[src/rtl/core_seq_ctrl_if.sv]
// core_seq_ctrl_if: instruction-fetch request/response handshake between the sequencer and instruction memory
// Signals: req_valid/req_ready/req_addr carry the fetch request; rsp_valid/rsp_ready/rsp_inst carry the fetched instruction.
// The master modport is the sequencer; the slave modport is the instruction memory.
interface core_seq_ctrl_if #(
   parameter int unsigned XLEN = 64
);
   logic            req_valid;
   logic            req_ready;
   logic [XLEN-1:0] req_addr;
   logic            rsp_valid;
   logic            rsp_ready;
   logic [31:0]     rsp_inst;
   modport master (output req_valid, req_addr, rsp_ready, input req_ready, rsp_valid, rsp_inst);
   modport slave  (input req_valid, req_addr, rsp_ready, output req_ready, rsp_valid, rsp_inst);
endinterface

[src/rtl/core_seq_ctrl.sv]
// core_seq_ctrl: multi-cycle fetch/execute/writeback sequencer for the RV64 integer core
// Ports: clk; rst_n (async, active-low); imem (core_seq_ctrl_if.master) fetch handshake;
//   dec_is_ebreak_i/dec_has_rd_i/dec_is_mem_i decoder flags; lsu_req_o/lsu_done_i memory access;
//   next_pc_i/pc_o program counter; inst_o latched instruction; rf_wen_o register write enable;
//   halted_o core stopped; err_o fetch timeout.
// Optional: define CORE_SEQ_PERF_CNT_EN to add perf_cycle_o and perf_instret_o counters.
module core_seq_ctrl #(
   parameter int unsigned     XLEN          = 64,
   parameter logic [XLEN-1:0] RESET_PC      = 64'h8000_0000,
   parameter int unsigned     FETCH_TIMEOUT = 255
) (
   input  logic             clk,
   input  logic             rst_n,
   core_seq_ctrl_if.master  imem,
   input  logic             dec_is_ebreak_i,
   input  logic             dec_has_rd_i,
   input  logic             dec_is_mem_i,
   input  logic             lsu_done_i,
   input  logic [XLEN-1:0]  next_pc_i,
   output logic [31:0]      inst_o,
   output logic             lsu_req_o,
   output logic [XLEN-1:0]  pc_o,
   output logic             rf_wen_o,
   output logic             halted_o,
   output logic             err_o
`ifdef CORE_SEQ_PERF_CNT_EN
   ,
   output logic [63:0]      perf_cycle_o,
   output logic [63:0]      perf_instret_o
`endif
);
   typedef enum logic [2:0] {BOOT, FETCH_REQ, FETCH_WAIT, EXEC, MEM_WAIT, WB, HALT} state_t;
   localparam logic [31:0] NOP = 32'h0000_0013;
   state_t          state_q;
   logic [XLEN-1:0] pc_q;
   logic [31:0]     inst_q;
   logic            req_valid_q, rsp_ready_q, lsu_req_q, rf_wen_q, halted_q, err_q;
   logic [15:0]     cnt_q, cnt_d;
`ifdef CORE_SEQ_PERF_CNT_EN
   logic [63:0]     perf_cycle_q, perf_instret_q;
   assign perf_cycle_o   = perf_cycle_q;
   assign perf_instret_o = perf_instret_q;
`endif
   assign cnt_d          = cnt_q + 16'd1;
   assign imem.req_valid = req_valid_q;
   assign imem.req_addr  = pc_q;
   assign imem.rsp_ready = rsp_ready_q;
   assign inst_o         = inst_q;
   assign pc_o           = pc_q;
   assign lsu_req_o      = lsu_req_q;
   assign rf_wen_o       = rf_wen_q;
   assign halted_o       = halted_q;
   assign err_o          = err_q;
   always_ff @(posedge clk or negedge rst_n) begin
      if (!rst_n) begin
         state_q     <= BOOT;
         pc_q        <= RESET_PC;
         inst_q      <= NOP;
         req_valid_q <= 1'b0;
         rsp_ready_q <= 1'b0;
         lsu_req_q   <= 1'b0;
         rf_wen_q    <= 1'b0;
         halted_q    <= 1'b0;
         err_q       <= 1'b0;
         cnt_q       <= '0;
`ifdef CORE_SEQ_PERF_CNT_EN
         perf_cycle_q   <= '0;
         perf_instret_q <= '0;
`endif
      end else begin
         lsu_req_q <= 1'b0;
         rf_wen_q  <= 1'b0;
`ifdef CORE_SEQ_PERF_CNT_EN
         if (state_q != HALT) perf_cycle_q <= perf_cycle_q + 64'd1;
         if (state_q == WB) perf_instret_q <= perf_instret_q + 64'd1;
`endif
         case (state_q)
            BOOT: begin
               state_q     <= FETCH_REQ;
               req_valid_q <= 1'b1;
            end
            FETCH_REQ: if (imem.req_ready) begin
               state_q     <= FETCH_WAIT;
               req_valid_q <= 1'b0;
               rsp_ready_q <= 1'b1;
               cnt_q       <= '0;
            end
            FETCH_WAIT: begin
               // a response on the final allowed cycle wins over the timeout
               if (imem.rsp_valid) begin
                  inst_q      <= imem.rsp_inst;
                  rsp_ready_q <= 1'b0;
                  state_q     <= EXEC;
               end else if (cnt_d == 16'(FETCH_TIMEOUT)) begin
                  err_q       <= 1'b1;
                  halted_q    <= 1'b1;
                  rsp_ready_q <= 1'b0;
                  state_q     <= HALT;
               end else begin
                  cnt_q <= cnt_d;
               end
            end
            EXEC: begin
               if (dec_is_ebreak_i) begin
                  halted_q <= 1'b1;
                  state_q  <= HALT;
               end else if (dec_is_mem_i) begin
                  lsu_req_q <= 1'b1;
                  state_q   <= MEM_WAIT;
               end else begin
                  rf_wen_q <= dec_has_rd_i;
                  state_q  <= WB;
               end
            end
            // lsu_done seen alongside the request pulse belongs to no access of ours
            MEM_WAIT: if (lsu_done_i && !lsu_req_q) begin
               rf_wen_q <= dec_has_rd_i;
               state_q  <= WB;
            end
            WB: begin
               pc_q        <= next_pc_i;
               req_valid_q <= 1'b1;
               state_q     <= FETCH_REQ;
            end
            default: ;
         endcase
      end
   end
endmodule

[src/flat_wrapper.sv]
// flat-port wrapper written by rule: the top's interface ports become plain ports
module core_seq_ctrl_flat 
#(
   parameter int unsigned     XLEN          = 64,
   parameter logic [XLEN-1:0] RESET_PC      = 64'h8000_0000,
   parameter int unsigned     FETCH_TIMEOUT = 255
)
  (clk, rst_n, dec_is_ebreak_i, dec_has_rd_i, dec_is_mem_i, lsu_done_i, next_pc_i, inst_o, lsu_req_o, pc_o, rf_wen_o, halted_o, err_o, imem_req_valid, imem_req_addr, imem_rsp_ready, imem_req_ready, imem_rsp_valid, imem_rsp_inst);
  core_seq_ctrl_if #(.XLEN(XLEN)) imem_i ();
  input  logic clk;
  input  logic rst_n;
  input  logic dec_is_ebreak_i;
  input  logic dec_has_rd_i;
  input  logic dec_is_mem_i;
  input  logic lsu_done_i;
  input  logic [XLEN-1:0] next_pc_i;
  output logic [31:0] inst_o;
  output logic lsu_req_o;
  output logic [XLEN-1:0] pc_o;
  output logic rf_wen_o;
  output logic halted_o;
  output logic err_o;
  output wire logic [$bits(imem_i.req_valid)-1:0] imem_req_valid;
  output wire logic [$bits(imem_i.req_addr)-1:0] imem_req_addr;
  output wire logic [$bits(imem_i.rsp_ready)-1:0] imem_rsp_ready;
  input wire logic [$bits(imem_i.req_ready)-1:0] imem_req_ready;
  input wire logic [$bits(imem_i.rsp_valid)-1:0] imem_rsp_valid;
  input wire logic [$bits(imem_i.rsp_inst)-1:0] imem_rsp_inst;
  assign imem_req_valid = imem_i.req_valid;
  assign imem_req_addr = imem_i.req_addr;
  assign imem_rsp_ready = imem_i.rsp_ready;
  assign imem_i.req_ready = imem_req_ready;
  assign imem_i.rsp_valid = imem_rsp_valid;
  assign imem_i.rsp_inst = imem_rsp_inst;
  core_seq_ctrl #(.XLEN(XLEN), .RESET_PC(RESET_PC), .FETCH_TIMEOUT(FETCH_TIMEOUT)) u_core (.clk(clk), .rst_n(rst_n), .imem(imem_i), .dec_is_ebreak_i(dec_is_ebreak_i), .dec_has_rd_i(dec_has_rd_i), .dec_is_mem_i(dec_is_mem_i), .lsu_done_i(lsu_done_i), .next_pc_i(next_pc_i), .inst_o(inst_o), .lsu_req_o(lsu_req_o), .pc_o(pc_o), .rf_wen_o(rf_wen_o), .halted_o(halted_o), .err_o(err_o));
endmodule
[config.mk]
export PLATFORM = sky130hd
export DESIGN_NAME = core_seq_ctrl_flat
export DESIGN_NICKNAME = d
export VERILOG_FILES = /design/src/rtl/core_seq_ctrl_if.sv /design/src/rtl/core_seq_ctrl.sv /design/src/flat_wrapper.sv
export SDC_FILE = /design/constraint.sdc
export NUM_CORES = 1
export LEC_CHECK = 0
export CAP_MARGIN = 20
export CORE_ASPECT_RATIO = 0.9
export CORE_MARGIN = 1.5
export CORE_UTILIZATION = 42
export CTS_BUF_LIST = sky130_fd_sc_hd__clkbuf_2 sky130_fd_sc_hd__clkbuf_4 sky130_fd_sc_hd__clkbuf_8
export DETAILED_ROUTE_END_ITERATION = 12
export PLACE_DENSITY = 0.9
export SLEW_MARGIN = 20
export SYNTH_ARGS = -nofsm -noshare
export SYNTH_HDL_FRONTEND = slang
export SYNTH_SLANG_ARGS = --single-unit
[constraint.sdc]
create_clock -name clk -period 2.8 [get_ports clk]
set_input_delay 0.56 -clock clk [delete_from_list [all_inputs] [get_ports clk]]
set_output_delay 0.56 -clock clk [all_outputs]
set_load 0.1 [all_outputs]
== Yosys cells after proc, flatten, opt, wreduce, memory -nomap -nowiden ==
Index checks and enable logic that the tools add are counted.
Word-level totals
  register bits after elaboration: 121
Cells by class
  bitwise gates (word level): 1
  reductions and logical operators: 15
  equal/unequal tests: 13
  add/sub/neg operators: 1
  muxes and demuxes: 28
Operator list (number)
  two-way mux 16 bit: 3
  one-hot mux 16 bit (2 select lines): 1
  adder 16 x 1 -> 16 bit (second input constant): 1
  == test 16 x 8 -> 1 bit (second input constant): 1
  two-way mux 3 bit: 5
  one-hot mux 3 bit (5 select lines): 1
  two-way mux 1 bit: 14
  AND reduction 4 bit: 3
  != test 2 bit (second input constant): 4
  one-hot mux 1 bit (2 select lines): 4
  == test 3 x 2 -> 1 bit (second input constant): 2
  == test 3 bit (second input constant): 2
  AND reduction 3 bit: 2
  nonzero test 2 bit: 3
  nonzero test 5 bit: 1
  != test 2 x 1 -> 1 bit (second input constant): 2
  AND reduction 2 bit: 2
  == test 3 x 1 -> 1 bit (second input constant): 1
  zero test 3 bit: 1
  != test 3 x 2 -> 1 bit (second input constant): 1
  OR reduction 2 bit: 1
  logical AND 1 bit: 1
  zero test 1 bit: 1
  inverter 1 bit: 1

== Longest topological paths before layout ==
Gate-level depths: netlist (run 1).
  depth in word-level cells: 5
  mapped depth: 8

== Least setup slack after synthesis (run 1) ==
No wires, ideal clock.
  kind: register to register
  start point: register u_core.cnt_q[9]
  end point: register u_core.cnt_q[0]
  clock period less this slack: 2.238 ns
  setup slack: 0.562 ns
  setup time: 0.065 ns
  arrival: 2.173 ns
  cell stages (with the launch flop): 8
  path through: dfrtp_1 or3b_1 a2111oi_2 a21o_1 o2111ai_2 or3_4 a21oi_4 mux2_2
Between the ends
  cells in the longest elaborated chain, start to end: 4
Ends and longest elaborated chain
  start, declared: RTL line core_seq_ctrl.sv:38  | logic [15:0] cnt_q, cnt_d;
  start signal, assigned: RTL line core_seq_ctrl.sv:100  | cnt_q <= cnt_d;
  adder 16 x 1 -> 16 bit: RTL line core_seq_ctrl.sv:44  | assign cnt_d = cnt_q + 16'd1;
  == test 16 x 8 -> 1 bit: RTL line core_seq_ctrl.sv:94  | end else if (cnt_d == 16'(FETCH_TIMEOUT)) begin
  != test 2 bit (no line)
  AND reduction 4 bit (no line)
No other way between the ends.
A chain may end at the register's enable or synchronous reset.

== Final worst setup path (run 1) ==
  start point: register u_core.cnt_q[10]
  end point: register u_core.cnt_q[7]
The elaborated chain is that of the path after synthesis.

==> reports/results.txt, run 1 <==
Chip Width -> 126 µm
Synth Net Count -> 559
1st-iter DRT viols -> 253
First-pass detailed-route iteration total -> 4
# resized after CTS -> 0
Max Cap Viol -> 0
Detail Route Antenna Nets -> 0
Yosys top cell area share -> 51.6%
IO Pins -> 270
Vias in the first global route -> 4290
H-tree Lvls -> 4
Status -> completed
Die height -> 113 µm
Final min period -> 2.69 ns
Tcrit/Tclk final -> 96.1%
Multi-input gate area -> 2000 µm²
Clk slew on worst S/H paths -> 0.07 ns
Unrepaired setup endpoints after global routing -> no
Mapped Cells -> 453
Slowest CP cell -> dfrtp_1
HPWL Detailed -> 10.8 mm
Setup slack, reg-to-reg -> 0.11 ns
Routed wl met3 -> 1.22 mm
Crit-path cells -> or3b_1 -> a2111oi_2 -> a21o_1 -> o2111ai_2 -> nor3_4 -> nor2_2 -> a221o_1
Total GRT Usage -> 19.5%
Final hold violation count -> 0
Setup TNS -> 0 ns
Final core utilization -> 60.2%
Top Metal Used -> met4
Area contributors post-synth -> dfrtp_1, mux2_2, buf_4, dfstp_2, nand3_1
Count of cell types in the netlist -> 55
Critical path endpoint category -> flip-flop
First-pass GRT wire length -> 21.8 mm
Num CTS Buffers -> 17
Max-slew headroom -> 63.9%
Crit start category -> flip-flop
Clock buffer depth -> 2
Setup slack after layout -> 0.109 ns
Number of synthesized flops with an enable pin -> 0
Initial Util -> 42.8%
Worst Path Buf+Inv -> 0
Core region area -> 13300 µm²
Hold_buf cts -> 0
Drc violations -> 0
Routability cong. -> 0.865
DP Area -> 7620 µm²
CP Data Required Time -> 3.10 ns
Die ar. -> 14200 µm²
Worst min-delay path category -> in -> async
Clock sinks -> 121
CTS tree -> built
Sequential-to-total area share from yosys stat -> 53.4%
Fill cells -> 1067
Average routed wire per standard cell -> 16.7 µm
Max Fclk -> 372 MHz
Clock root buffer -> clkbuf_8
FF/Latch Area -> 3030 µm²
Initial antenna violation count -> 0
Cell area after synthesis -> 5680 µm²
N_diodes -> 0
Largest net degree at the start of global routing -> 65
Slew Limit Fails -> 0
Clock latency on the worst-skew pair -> 0.42 ns
Synthesized flop and latch total -> 121
Critical setup path kind -> reg -> reg
Row count -> 40
Via/cell ratio -> 5.00
Slew @ Worst Pin -> 0.541 ns
Asr flop ratio synth -> 100%
PortBufs -> 269
GRT overflow -> 0
Data arrival time of the worst path -> 2.99 ns
Post-synth top area cell -> dfrtp_1
Layout cells sized above 1 -> 48.2%
Nets -> 770
Via count -> 4229
Post-route cell area -> 7990 µm²
Wire length on met1 -> 5.31 mm
Primary FF master, synth -> dfrtp_1
Commonest cells post-synth -> dfrtp_1, mux2_2, buf_4
Pre-CTS setup slack -> 0.185 ns
Clock skew -> 0.0131 ns
Met2 WL -> 7.46 mm
Slowest Stage Delay on Critical Path -> 0.51 ns
WL final -> 14.1 mm
Delay-heaviest family, CP -> simple AND/OR/NAND/NOR gates
Area growth syn-to-layout -> 40.7%
Syn avg cell area -> 12.5 µm²
Most frequent cell after synthesis -> dfrtp_1
Crit-path max FO -> 12
Final setup fails -> 0
Synth Warn # -> 0
==> cell families (layout without fill, tap and decap cells) <==
logic type | count (synthesis) | after routing | share of synthesized area (%)
flip-flops | 121 | 121 | 53.4
multiplexers | 100 | 100 | 19.8
AND/OR/NAND/NOR | 95 | 95 | 9.13
buffers and inverters | 92 | 316 | 11.4
AO/OA/AOI/OAI | 39 | 39 | 5.22
XOR/XNOR | 4 | 4 | 0.617
adder cells (fa/ha/maj) | 2 | 2 | 0.441
==> state kept, by name (all words and copies together), names as in the netlist <==
name / flops
u_core.halted_o: 1
u_core.lsu_req_o: 1
u_core.cnt_q: 16
u_core.inst_o: 32
u_core.err_o: 1
u_core.imem.rsp_ready: 1
u_core.state_q: 3
u_core.imem.req_valid: 1
u_core.imem.req_addr: 64
u_core.rf_wen_o: 1
==> area by class of cell <==
cell class / count / share of cell area [%]
inverter: 5 / 0.235
clock buffer: 28 / 4.12
tap: 168 / 2.63
timing repair buffer: 279 / 29.7
clock inverter: 4 / 0.282
multi-input combinational: 240 / 25.0
sequential: 121 / 38.0
==> per-stage QoR <==
stage                     std cells  hold WS (ns)
after floorplan                 453         0.264
after global placement          811         0.469
after detailed placement        811         0.482
after CTS                       843         0.109
after global routing            845         0.136
final                           845         0.114
==> layer usage <==
metal  vias to the layer above  GRT usage [%]
li1                       1955              -
met1                      2062           21.9
met2                       201           34.9
met3                        11           7.52
met4                         0           5.30
met5                         -              0
==> worst paths after layout <==
| kind | startpoint | to | depth (start not counted) |
|---|---|---|---|
| setup / recovery | u_core.cnt_q[10] | u_core.cnt_q[7] | 7 |
| hold / removal | rst_n | u_core.imem.req_addr[46] | 1 |
| setup reg to reg | u_core.cnt_q[10] | u_core.cnt_q[7] | 7 |
| hold reg to reg | u_core.inst_o[11] | u_core.inst_o[11] | 1 |
| max in group asynchronous | rst_n | u_core.inst_o[11] | 2 |
| min in group clk | u_core.inst_o[11] | u_core.inst_o[11] | 1 |
==> repair_timing <==
item                                    in CTS  in global routing
endpoints found under the setup margin       0                  3
setup buffers                                0                  2
endpoints found under the hold margin        0                  0
==> cell usage in the layout, fill, tap and decap left out, drive strengths merged, types with 2 or more instances in the layout <==
master	count
a31oi	4
o21ai	8
mux2i	3
clkdlybuf4s50	102
xnor2	4
nand4	5
nor3	13
dfstp	4
nor2	14
o31ai	2
a211o	4
o21a	2
a21oi	7
dfrtp	117
nand2b	3
clkinv	3
nand3	16
or3	4
inv	5
and3	4
a221o	2
a21o	3
mux2	97
ha	2
nor4	5
clkbuf	28
nor2b	2
nand2	19
and2	2
buf	177
Power of run 1 is left out: the tool's default activity adds up to more than one toggle a clock period on the data nets, which glitch-free logic cannot reach.
==> run 2: changes to the inputs <==
--- a/config.mk
+++ b/config.mk
@@ -11,6 +11,7 @@
 export CORE_UTILIZATION = 42
 export CTS_BUF_LIST = sky130_fd_sc_hd__clkbuf_2 sky130_fd_sc_hd__clkbuf_4 sky130_fd_sc_hd__clkbuf_8
 export DETAILED_ROUTE_END_ITERATION = 12
+export HOLD_SLACK_MARGIN = 0.06
 export PLACE_DENSITY = 0.9
 export SLEW_MARGIN = 20
 export SYNTH_ARGS = -nofsm -noshare
==> results of run 2 <==
Final layout, timing and power as in run 1 (identical DEF).
Power of run 2 is left out for the same reason.
==> run 3: changes to the inputs <==
--- a/config.mk
+++ b/config.mk
@@ -11,6 +11,7 @@
 export CORE_UTILIZATION = 42
 export CTS_BUF_LIST = sky130_fd_sc_hd__clkbuf_2 sky130_fd_sc_hd__clkbuf_4 sky130_fd_sc_hd__clkbuf_8
 export DETAILED_ROUTE_END_ITERATION = 12
+export GPL_TIMING_DRIVEN = 0
 export HOLD_SLACK_MARGIN = 0.06
 export PLACE_DENSITY = 0.9
 export SLEW_MARGIN = 20
==> reports/results.txt, run 3 (synthesis gave the netlist of run 1 again) <==
Initial antenna violation count -> 0 (unchanged)
Via count -> 4619 (+9.2%)
Nets -> 848 (+10%)
IO Pins -> 270 (unchanged)
Routability cong. -> 0.895 (+3.4%)
Max Cap Viol -> 0 (unchanged)
Final std cells w/o fill -> 923 (+9.2%)
Worst min-delay path category -> in -> async
Total GRT Usage -> 21.5% (+2.0 points)
Status -> completed
Placed cells -> 891 (+9.9%)
Hold_buf cts -> 0 (unchanged)
Via/cell ratio -> 5.00 (about the same)
Crit-path max FO -> 9 (-3)
Max Fclk -> 372 MHz (about the same)
Clock buffer depth -> 2 (unchanged)
First-pass GRT wire length -> 23.7 mm (+9.0%)
Unrepaired setup endpoints after global routing -> no
Slowest Stage Delay on Critical Path -> 0.46 ns (-0.05 ns)
Slew @ Worst Pin -> 1.05 ns (+0.507 ns)
Final core utilization -> 68.5% (+8.3 points)
Commonest non-fill, non-tap cell in the layout -> clkdlybuf4s50_1
First-pass detailed-route iteration total -> 5 (+1)
N_diodes -> 0 (unchanged)
Max-slew headroom -> 29.9% (-34 points)
Minimum hold slack -> 0.142 ns (+0.0277 ns)
Worst R2R Start -> u_core.cnt_q[0]
Most frequent cells in the layout -> clkdlybuf4s50_1, dfrtp_1, mux2_2, buf_4, clkbuf_8
HPWL Detailed -> 11.8 mm (+9.5%)
Row count -> 40 (unchanged)
Clock latency on the worst-skew pair -> 0.43 ns (about the same)
CP Data Required Time -> 3.12 ns (+0.02 ns)
Crit-path cells -> ha_1 -> nand2_1 -> nor3_1 -> a311oi_1 -> o2111ai_2 -> nor3_4 -> nor2_2 -> a221o_1
Final setup fails -> 0 (unchanged)
Vias in the first global route -> 4688 (+9.3%)
Setup slack, reg-to-reg -> 0.11 ns (about the same)
Clock root buffer -> clkbuf_8
Die ar. -> 14200 µm² (unchanged)
Critical setup path kind -> reg -> reg
Critical path endpoint category -> flip-flop
Largest net degree at the start of global routing -> 79 (+22%)
Die height -> 113 µm (unchanged)
H-tree Lvls -> 4 (unchanged)
Setup TNS -> 0 ns (unchanged)
Area growth syn-to-layout -> 60.0%
Crit start category -> flip-flop
Layout cells sized above 1 -> 29.4% (-19 points)
GRT overflow -> 0 (unchanged)
Max reg flops -> 64 (unchanged)
Data arrival time of the worst path -> 3.01 ns (+0.02 ns)
Final min period -> 2.69 ns (-0.000898 ns)
Core region area -> 13300 µm² (unchanged)
Slew Limit Fails -> 0 (unchanged)
Fill cells -> 904 (-15%)
Clk slew on worst S/H paths -> 0.08 ns (about the same)
Clock sinks -> 121 (unchanged)
Tcrit/Tclk final -> 96.1% (about the same)
Num CTS Buffers -> 17 (unchanged)
# resized after CTS -> 0 (unchanged)
Clock skew -> 0.00934 ns (-0.00375 ns)
Reg2reg path depth -> 8 (+1)
CTS tree -> built
Initial Util -> 42.8% (unchanged)
Detail Route Antenna Nets -> 0 (unchanged)
Final hold violation count -> 0 (unchanged)
Chip Width -> 126 µm (unchanged)
1st-iter DRT viols -> 274 (+8.3%)
Average routed wire per standard cell -> 16.6 µm (-0.65%)
R2R Path End -> u_core.cnt_q[7]
Drc violations -> 0 (unchanged)
Postcts setup bufs -> 0 (unchanged)
Slowest CP cell -> dfrtp_1
WL final -> 15.3 mm (+8.5%)
PortBufs -> 269 (unchanged)
## run 3: changes by cell type in the layout (fill, tap and decap cells not counted), sizes merged
cell,before,now
clkdlybuf4s50,102,267
buf,177,73
clkbuf,28,34
bufinv,0,5
inv,5,7
bufbuf,0,1
clkinv,3,4
clkinvlp,1,2
dlymetal6s2s,0,1
## run 3: stage by stage
stage	area [µm²]	setup WS (ns)
2_1_floorplan	5680	0.562
3_3_place_gp	8580	-3.35
3_5_place_dp	8600	0.226
4_1_cts	9070	0.000740
5_1_grt	9080	0.0169
6_report	9080	0.110
## run 3: cell type report
cell class / count / area, µm² / area share, %
well taps: 168 / 210 / 2.31
multi-input cells: 240 / 2010 / 22.1
flip-flops and latches: 121 / 3030 / 33.4
clock inverters: 13 / 218 / 2.40
inverters: 5 / 18.8 / 0.207
plain buffers: 87 / 628 / 6.91
repair buffers: 270 / 2720 / 29.9
clock buffers: 19 / 255 / 2.81
## run 3: worst max path at each step
stage	slack (ns)	endpoint	startpoint
final	0.11	u_core.cnt_q[7]	u_core.cnt_q[0]
after CTS	0.0007	pc_o[31]	u_core.imem.req_addr[31]
after detailed placement	0.23	u_core.cnt_q[7]	u_core.cnt_q[0]
after global placement	-3.35	u_core.inst_o[11]	rst_n
after floorplan	0.56	u_core.cnt_q[0]	u_core.cnt_q[9]
after global routing	0.02	u_core.cnt_q[7]	u_core.cnt_q[1]
## run 3: critical path, delay by kind of cell, from the launching register on
family | cells | cell delay (ns)
adder cells (fa/ha/maj) | 1 | 0.32
AO/OA/AOI/OAI | 3 | 0.96
flip-flops | 1 | 0.46
AND/OR/NAND/NOR | 4 | 0.84
## run 3: layer usage
layer | track usage, % | share of wire [%]
met1 | 23.9 | 37
met2 | 37.8 | 53
met3 | 7.66 | 8.7
met4 | 8.71 | 1.6
met5 | 0 | 0
Power of run 3 is left out for the same reason.
